## config.mk

```make
export PLATFORM = sky130hd
export DESIGN_NAME = seq_normalizer_8bit
export DESIGN_NICKNAME = d
export VERILOG_FILES = /design/src/rtl/norm_pkg.sv /design/src/rtl/norm_step.sv /design/src/rtl/seq_normalizer_8bit.sv
export SDC_FILE = /design/constraint.sdc
export NUM_CORES = 1
export LEC_CHECK = 0
export BUFFER_PORTS_ARGS = -buffer_cell sky130_fd_sc_hd__buf_2
export CORE_ASPECT_RATIO = 0.6
export CORE_MARGIN = 4
export CORE_UTILIZATION = 50
export CTS_BUF_LIST = sky130_fd_sc_hd__clkbuf_4 sky130_fd_sc_hd__clkbuf_8 sky130_fd_sc_hd__clkbuf_16
export DETAILED_ROUTE_END_ITERATION = 12
export GPL_TIMING_DRIVEN = 1
export PLACE_DENSITY = 0.85
export SLEW_MARGIN = 20
export SYNTH_ARGS = -nofsm -noshare
export SYNTH_HDL_FRONTEND = slang
export SYNTH_SLANG_ARGS = --single-unit
```

## constraint.sdc

```tcl
create_clock -name clk -period 3.8 [get_ports clk]
set_input_delay 0.76 -clock clk [delete_from_list [all_inputs] [get_ports clk]]
set_output_delay 0.76 -clock clk [all_outputs]
set_load 0.05 [all_outputs]
```

## src/rtl/norm_pkg.sv

```systemverilog
// Shared constants for the sequential normalizer and its barrel-shifter peer.
// Holds the data/count widths, FSM encoding and direction select values.
package norm_pkg;

    localparam int NORM_WIDTH = 8;
    localparam int NORM_CNT_W = 3;

    localparam logic [1:0] ST_IDLE  = 2'd0;
    localparam logic [1:0] ST_SHIFT = 2'd1;
    localparam logic [1:0] ST_DONE  = 2'd2;

    localparam logic DIR_LEFT  = 1'b1;
    localparam logic DIR_RIGHT = 1'b0;

    typedef enum logic [1:0] {
        S_IDLE  = ST_IDLE,
        S_SHIFT = ST_SHIFT,
        S_DONE  = ST_DONE
    } norm_state_t;

endpackage

```

## src/rtl/norm_step.sv

```systemverilog
// One-bit zero-fill shift in the selected direction plus target-bit detect.
// Purely combinational; the normalizer FSM applies it once per clock.
module norm_step
    import norm_pkg::*;
#(
    parameter int WIDTH = NORM_WIDTH
) (
    input  logic [WIDTH-1:0] word,
    input  logic             lr,
    output logic [WIDTH-1:0] shifted,
    output logic             hit
);

    assign shifted = (lr == DIR_LEFT) ? {word[WIDTH-2:0], 1'b0}
                                      : {1'b0, word[WIDTH-1:1]};

    assign hit = (lr == DIR_LEFT) ? word[WIDTH-1] : word[0];

endmodule

```

## src/rtl/seq_normalizer_8bit.sv

```systemverilog
// Iterative normalizer: shifts one bit per clock until the target bit is set.
// Optional macro NORM_FAST_ZERO_EN finishes an all-zero word straight from IDLE.
module seq_normalizer_8bit
    import norm_pkg::*;
#(
    parameter int WIDTH = NORM_WIDTH,
    parameter int CNT_W = NORM_CNT_W
) (
    input  logic             clk,
    input  logic             rst,
    input  logic             start,
    input  logic [WIDTH-1:0] din,
    input  logic             Lr,
    output logic [WIDTH-1:0] dout,
    output logic [CNT_W-1:0] n,
    output logic             zero,
    output logic             busy,
    output logic             done
);

    norm_state_t      state, state_d;
    logic [WIDTH-1:0] work, work_d;
    logic             dir, dir_d;
    logic [CNT_W-1:0] cnt, cnt_d;
    logic [WIDTH-1:0] dout_d;
    logic [CNT_W-1:0] n_d;
    logic             zero_d;
    logic [WIDTH-1:0] work_sh;
    logic             work_hit;

    norm_step #(.WIDTH(WIDTH)) u_step (
        .word    (work),
        .lr      (dir),
        .shifted (work_sh),
        .hit     (work_hit)
    );

    always_comb begin
        state_d = state;
        work_d  = work;
        dir_d   = dir;
        cnt_d   = cnt;
        dout_d  = dout;
        n_d     = n;
        zero_d  = zero;
        unique case (state)
            S_IDLE: begin
                if (start) begin
                    work_d  = din;
                    dir_d   = Lr;
                    cnt_d   = '0;
                    state_d = S_SHIFT;
`ifdef NORM_FAST_ZERO_EN
                    if (din == '0) begin
                        state_d = S_DONE;
                        dout_d  = '0;
                        n_d     = '0;
                        zero_d  = 1'b1;
                    end
`endif
                end
            end
            S_SHIFT: begin
                if (work == '0) begin
                    dout_d  = '0;
                    n_d     = '0;
                    zero_d  = 1'b1;
                    state_d = S_DONE;
                end else if (work_hit) begin
                    dout_d  = work;
                    n_d     = cnt;
                    zero_d  = 1'b0;
                    state_d = S_DONE;
                end else begin
                    // nonzero word hits its target within WIDTH-1 steps
                    work_d = work_sh;
                    cnt_d  = cnt + CNT_W'(1);
                end
            end
            S_DONE: begin
                state_d = S_IDLE;
            end
            default: begin
                state_d = S_IDLE;
            end
        endcase
    end

    always_ff @(posedge clk) begin
        if (rst) begin
            state <= S_IDLE;
            work  <= '0;
            dir   <= DIR_RIGHT;
            cnt   <= '0;
            dout  <= '0;
            n     <= '0;
            zero  <= 1'b0;
            busy  <= 1'b0;
            done  <= 1'b0;
        end else begin
            state <= state_d;
            work  <= work_d;
            dir   <= dir_d;
            cnt   <= cnt_d;
            dout  <= dout_d;
            n     <= n_d;
            zero  <= zero_d;
            busy  <= (state_d == S_SHIFT);
            done  <= (state_d == S_DONE);
        end
    end

endmodule

```

======== Yosys cells after proc, flatten, opt, wreduce, memory -nomap -nowiden ========
Cells that the tools add are included.
cells by class
  reduce and logical (&&, ||, !) cells .... 7
  mux-type cells .......................... 20
  equality and inequality tests ........... 6
  $add $sub $neg .......................... 1
operators with widths
  operator                                       number
  2-to-1 mux 8 bit                               6
  case mux 8 bit (2 select lines)                1
  2-to-1 mux 3 bit                               5
  logical NOT 8 bit                              1
  2-to-1 mux 2 bit                               3
  inequality test 2 bit, second input constant   3
  case mux 3 bit (2 select lines)                1
  == test 2 x 1 -> 1 bit, second input constant  2
  case mux 2 bit (2 select lines)                1
  AND reduction 2 bit                            2
  AND reduction 4 bit                            1
  nonzero test 2 bit                             2
  adder 3 x 1 -> 3 bit, second input constant    1
  2-to-1 mux 1 bit                               3
  == test 2 bit, second input constant           1
  logical NOT 2 bit                              1
storage, ports and cells
  bits in registers ....................... 28
  logic and storage cells ................. 43
  output and inout port bits .............. 14

======== Depth between registers and ports, before layout ========
  depth after elaboration ................. 5
  gate-level depth with buffers ........... 6
  gate-level depth less buffers ........... 4

======== Cells and area by module ========
From an unflattened synthesis, not the netlist that was laid out.
unflattened totals
  cell total of the unflattened synthesis .. 148
  area, all modules ....................... 1381.3 um^2
by module, submodules not included
  module               cells each  instances  area each (um^2)  seq. area each (um^2)
  seq_normalizer_8bit  138         1          1248.7            560.5
  norm_step            10          1          132.6             0.0

======== Worst setup path after synthesis ========
OpenSTA, ideal clock, no wires.
  path type ............................... input to register
  start ................................... in start
  end ..................................... reg work[7]
  setup time .............................. 70 ps
  data arrival time ....................... 1714 ps
  required time ........................... 3730 ps
  buffers on the path ..................... 1
  cell stages on the path ................. 4
  path slack .............................. 2015 ps
  cell sequence ........................... or3b_2 > buf_2 > a221oi_1 > o21bai_1
between the ends
  cells in the longest elaborated chain, start to end .. 2
RTL lines
  element                                 RTL line                    source
  start, declared                         seq_normalizer_8bit.sv:11   input logic start,
  inequality test 2 bit (no source line)  n/a
  AND reduction 4 bit (no source line)    n/a
  end signal, assigned                    seq_normalizer_8bit.sv:102  work <= work_d;
  end, declared                           seq_normalizer_8bit.sv:22   logic [WIDTH-1:0] work, work_d;
No other way between the ends.
A chain may end at the register's enable or synchronous reset.

======== Worst setup path after layout ========
  start ................................... reg dir
  end ..................................... reg dout[0]
between the ends
  cells in the longest elaborated chain, start to end .. 3
RTL lines
  element                               RTL line                    source
  start, declared                       seq_normalizer_8bit.sv:23   logic dir, dir_d;
  start signal, assigned                seq_normalizer_8bit.sv:103  dir <= dir_d;
  2-to-1 mux 1 bit                      norm_step.sv:17             assign hit = (lr == DIR_LEFT) ? word[WIDTH-1] : word[0];
  nonzero test 2 bit (no source line)   n/a
  AND reduction 2 bit (no source line)  n/a
  end signal, assigned                  seq_normalizer_8bit.sv:105  dout <= dout_d;
  end, declared                         seq_normalizer_8bit.sv:14   output logic [WIDTH-1:0] dout,
No other way between the ends.

==> key figures <==
Clocking
  – Clk slew on worst S/H paths: about 0.090 ns
  – H-Tree Depth: 1
  – Buffer depth of the longest clock path: 2
  – Post-CTS Resized: 0
  – Clk_lat worst skew: about 0.27 ns
  – Post-CTS Setup Bufs: 0
  – Clock sink count: 28
  – CTS Buf Count: 3
  – CTS tree: built
  – Hold_buf cts: 0
  – CTS Root Cell: clkbuf_8

Global route
  – Via count of the first global-routing pass: 953
  – GRT Overall Usage: 17.0%
  – GRT Residual Overflow: 0
  – Largest net degree at the start of global routing: 25
  – First-pass GRT wire length: ~4300 um
  – Initial antenna violation count: 0

Power and ir drop
  – Power density over the cells: 527 mW/mm2
  – Int Pwr: 488 uW
  – Sw Ratio: a little over a third
  – Comb power frac: 31.4%
  – Sequential share of power: 47.8%
  – Clock power share: a little over a fifth
  – Overall Power: between 700 and 800 uW
  – LEAKAGE: about 0.65 nW
  – Max rail drop VDD: approximately 0.00028 V
  – Psw: 274 uW

Timing
  – Fin crit share: a little over half
  – Setup-failing EPs final: 0
  – Final Max Slew Viols: 0
  – Worst-margin pin slew: around 0.8 ns
  – RSZ-0062 raised after global routing: no
  – Final worst path period need: just over 2 ns
  – Post-route setup TNS: 0 ns
  – Slew margin rel.: approximately half
  – Hold slack: 0.465 ns
  – Final hold viol count: 0
  – Clk_skew: around 0.0012 ns
  – Achievable frequency: between 0.4 and 0.5 GHz

Floorplanning
  – Num rows: 13
  – Starting density of the core: 56.0%
  – Core box area: about 0.0023 mm2
  – Die Footprint: 0.00347 mm2
  – I/O Pins: 26
  – Chip Height: roughly 47 um
  – Chip width: ~73 um

Cells and area
  – Net count, final: 168
  – Commonest cells after routing, fill and taps aside: dfxtp_1, nand2_1, buf_2
  – Share of layout cells above drive strength 1: 24.8%
  – Most common cell after layout, fill and taps aside: dfxtp_1
  – Area grow syn2layout: 12.7%
  – N_diodes: 0

Critical path
  – FF-to-FF End: dout[0]$_SDFFE_PP0P_
  – Worst setup path class: register to register
  – CP cell instances: mux2_2 -> a21oi_2 -> mux2i_1
  – CP max stage cell: dfxtp_1
  – CP endpoint: dout[0]$_SDFFE_PP0P_
  – WP data arrival: 2.24 ns
  – Reg2reg start: dir$_SDFFE_PP0P_
  – FF-to-FF path depth: 3
  – Crit. Startpoint: dir$_SDFFE_PP0P_
  – Worst setup EP type: register
  – Data required, critical path: around 4.0 ns
  – Max FO, Critical Path: 11
  – CP Launch Type: register
  – Reg-to-reg slack, setup: 1.76 ns
  – CP max stage delay: about 0.64 ns

Synthesis
  – Combinational family with the most area after synthesis: simple AND/OR/NAND/NOR gates
  – Unique masters post-synth: 32
  – Syn_area_per_cell: between 9 and 10 um2
  – Adder-cell area share of the yosys netlist: 0.975%
  – Post-synthesis xor/xnor area fraction: 0%
  – #FFs+latches synth: 28
  – Seq/Total Area, Yosys: 43.7%
  – Post-synthesis simple-gate area fraction: 19.4%
  – Compound-gate portion of the synthesized area: between 10% and 20%
  – Net count after synthesis: about 150
  – Syn Std Cell Area: ~0.0013 mm2
  – Post-synthesis cell count: 133
  – Mux contribution to synthesized area: a little under a fifth
  – Syn. warnings: 0

Drt
  – Routed vias: roughly 1,000
  – TritonRoute pass-1 iters: 4
  – Post-route ant nets: 0
  – Initial drt markers: between 90 and 100
  – Remaining DRCs: 0
  – Wire per inst: approximately 15 um
  – Vias/cell: ~5.6
  – Routed WL: 2770 um

Status
  – Status: completed

Hold path
  – Min-Delay Startpoint: dout[7]$_SDFFE_PP0P_
  – Hold Path Class: register to register

Place
  – Port Buf Inserts: 25
  – RePlAce Congestion: 0.835
  – Hpwl dp: just over 2000 um

Job
  – Max-Cap Viols: 0
worst min path at each step:
| stage | end | slack [ns] | cells past startpoint |
|---|---|---|---|
| final | dout[7]$_SDFFE_PP0P_ | 0.47 | 2 |
| after CTS | dout[4]$_SDFFE_PP0P_ | 0.46 | 2 |
| after global placement | dout[5]$_SDFFE_PP0P_ | 0.44 | 2 |
| after detailed placement | dout[4]$_SDFFE_PP0P_ | 0.45 | 2 |
| after global routing | dout[5]$_SDFFE_PP0P_ | 0.49 | 2 |
| after floorplan | cnt[2]$_SDFFE_PP0P_ | 0.44 | 2 |
sequential cells by signal, summed over array words and instances (netlist names):
register  flops
work          8
cnt           3
zero          1
n             3
busy          1
dout          8
done          1
dir           1
state         2
per-stage QoR:
| stage | util, % | std cells | cell area (um2) | setup WS, ns |
|---|---|---|---|---|
| 2_1_floorplan | - | 133 | 1280 | 2.02 |
| 3_3_place_gp | 61.3 | 180 | 1410 | 1.88 |
| 3_5_place_dp | 61.3 | 180 | 1410 | 1.81 |
| 4_1_cts | 63.1 | 183 | 1450 | 1.77 |
| 5_1_grt | 63.1 | 183 | 1450 | 1.67 |
| 6_report | 63.1 | 183 | 1450 | 1.76 |
synthesized netlist by cell type (all sizes together):
cell type / number / area share [%]
dfxtp: 28 / 44
nand2: 26 / 8.2
mux2i: 23 / 18
a21oi: 8 / 3.4
o211ai: 7 / 5.2
nor2: 5 / 1.5
nor3: 5 / 2.8
buf: 4 / 2.0
clkbuf: 4 / 1.2
nand3: 3 / 1.2
inv: 2 / 0.59
o21bai: 2 / 1.2
or4: 2 / 1.8
a211oi: 1 / 0.59
a221oi: 1 / 0.68
a31o: 1 / 0.68
a31oi: 1 / 0.49
and2b: 1 / 0.68
ha: 1 / 0.97
mux2: 1 / 0.88
nand4b: 1 / 0.68
nor4bb: 1 / 0.78
o211a: 1 / 0.78
o21ai: 1 / 0.39
or2b: 1 / 0.68
or3: 1 / 0.49
or3b: 1 / 0.68
metal layers:
metal / vias up / GRT usage, % / routed length (um) / share of wire [%]
met5: - / 0 / 0 / 0
met3: 9 / 6.20 / 221 / 8.0
met1: 457 / 22.3 / 1370 / 50
met2: 39 / 25.0 / 1130 / 41
met4: 0 / 8.30 / 45 / 1.6
li1: 512 / - / - / -
power by group through the flow:
stage	clock network [mW]	registers (mW)	logic, mW
3_3_place_gp	0	0.364	0.233
5_1_grt	0.170	0.366	0.259
4_1_cts	0.160	0.362	0.239
2_1_floorplan	0	0.387	0.175
6_report	0.159	0.364	0.239
3_5_place_dp	0	0.368	0.239
cells by family (layout without fill, tap and decap cells):
kind of cell | count (synthesis) | in the layout
compound gates | 23 | 23
fa+ha+maj | 1 | 1
buf+inv | 10 | 30
flops | 28 | 28
mux | 24 | 24
simple gates | 47 | 47
worst max-delay path, delay by kind of cell (launching register included):
family / cells / cell delay, ns
flip-flops: 1 / 0.64
multiplexers: 2 / 0.68
AO/OA/AOI/OAI: 1 / 0.64
area by class of cell:
cell class | count | area (um2)
clock buffer | 3 | 41.3
fill | 173 | 847
inverter | 2 | 7.51
multi-input combinational | 95 | 674
sequential | 28 | 561
tap | 30 | 37.5
timing repair buffer | 25 | 125
Note: power is estimated with default switching activity, not from simulation.
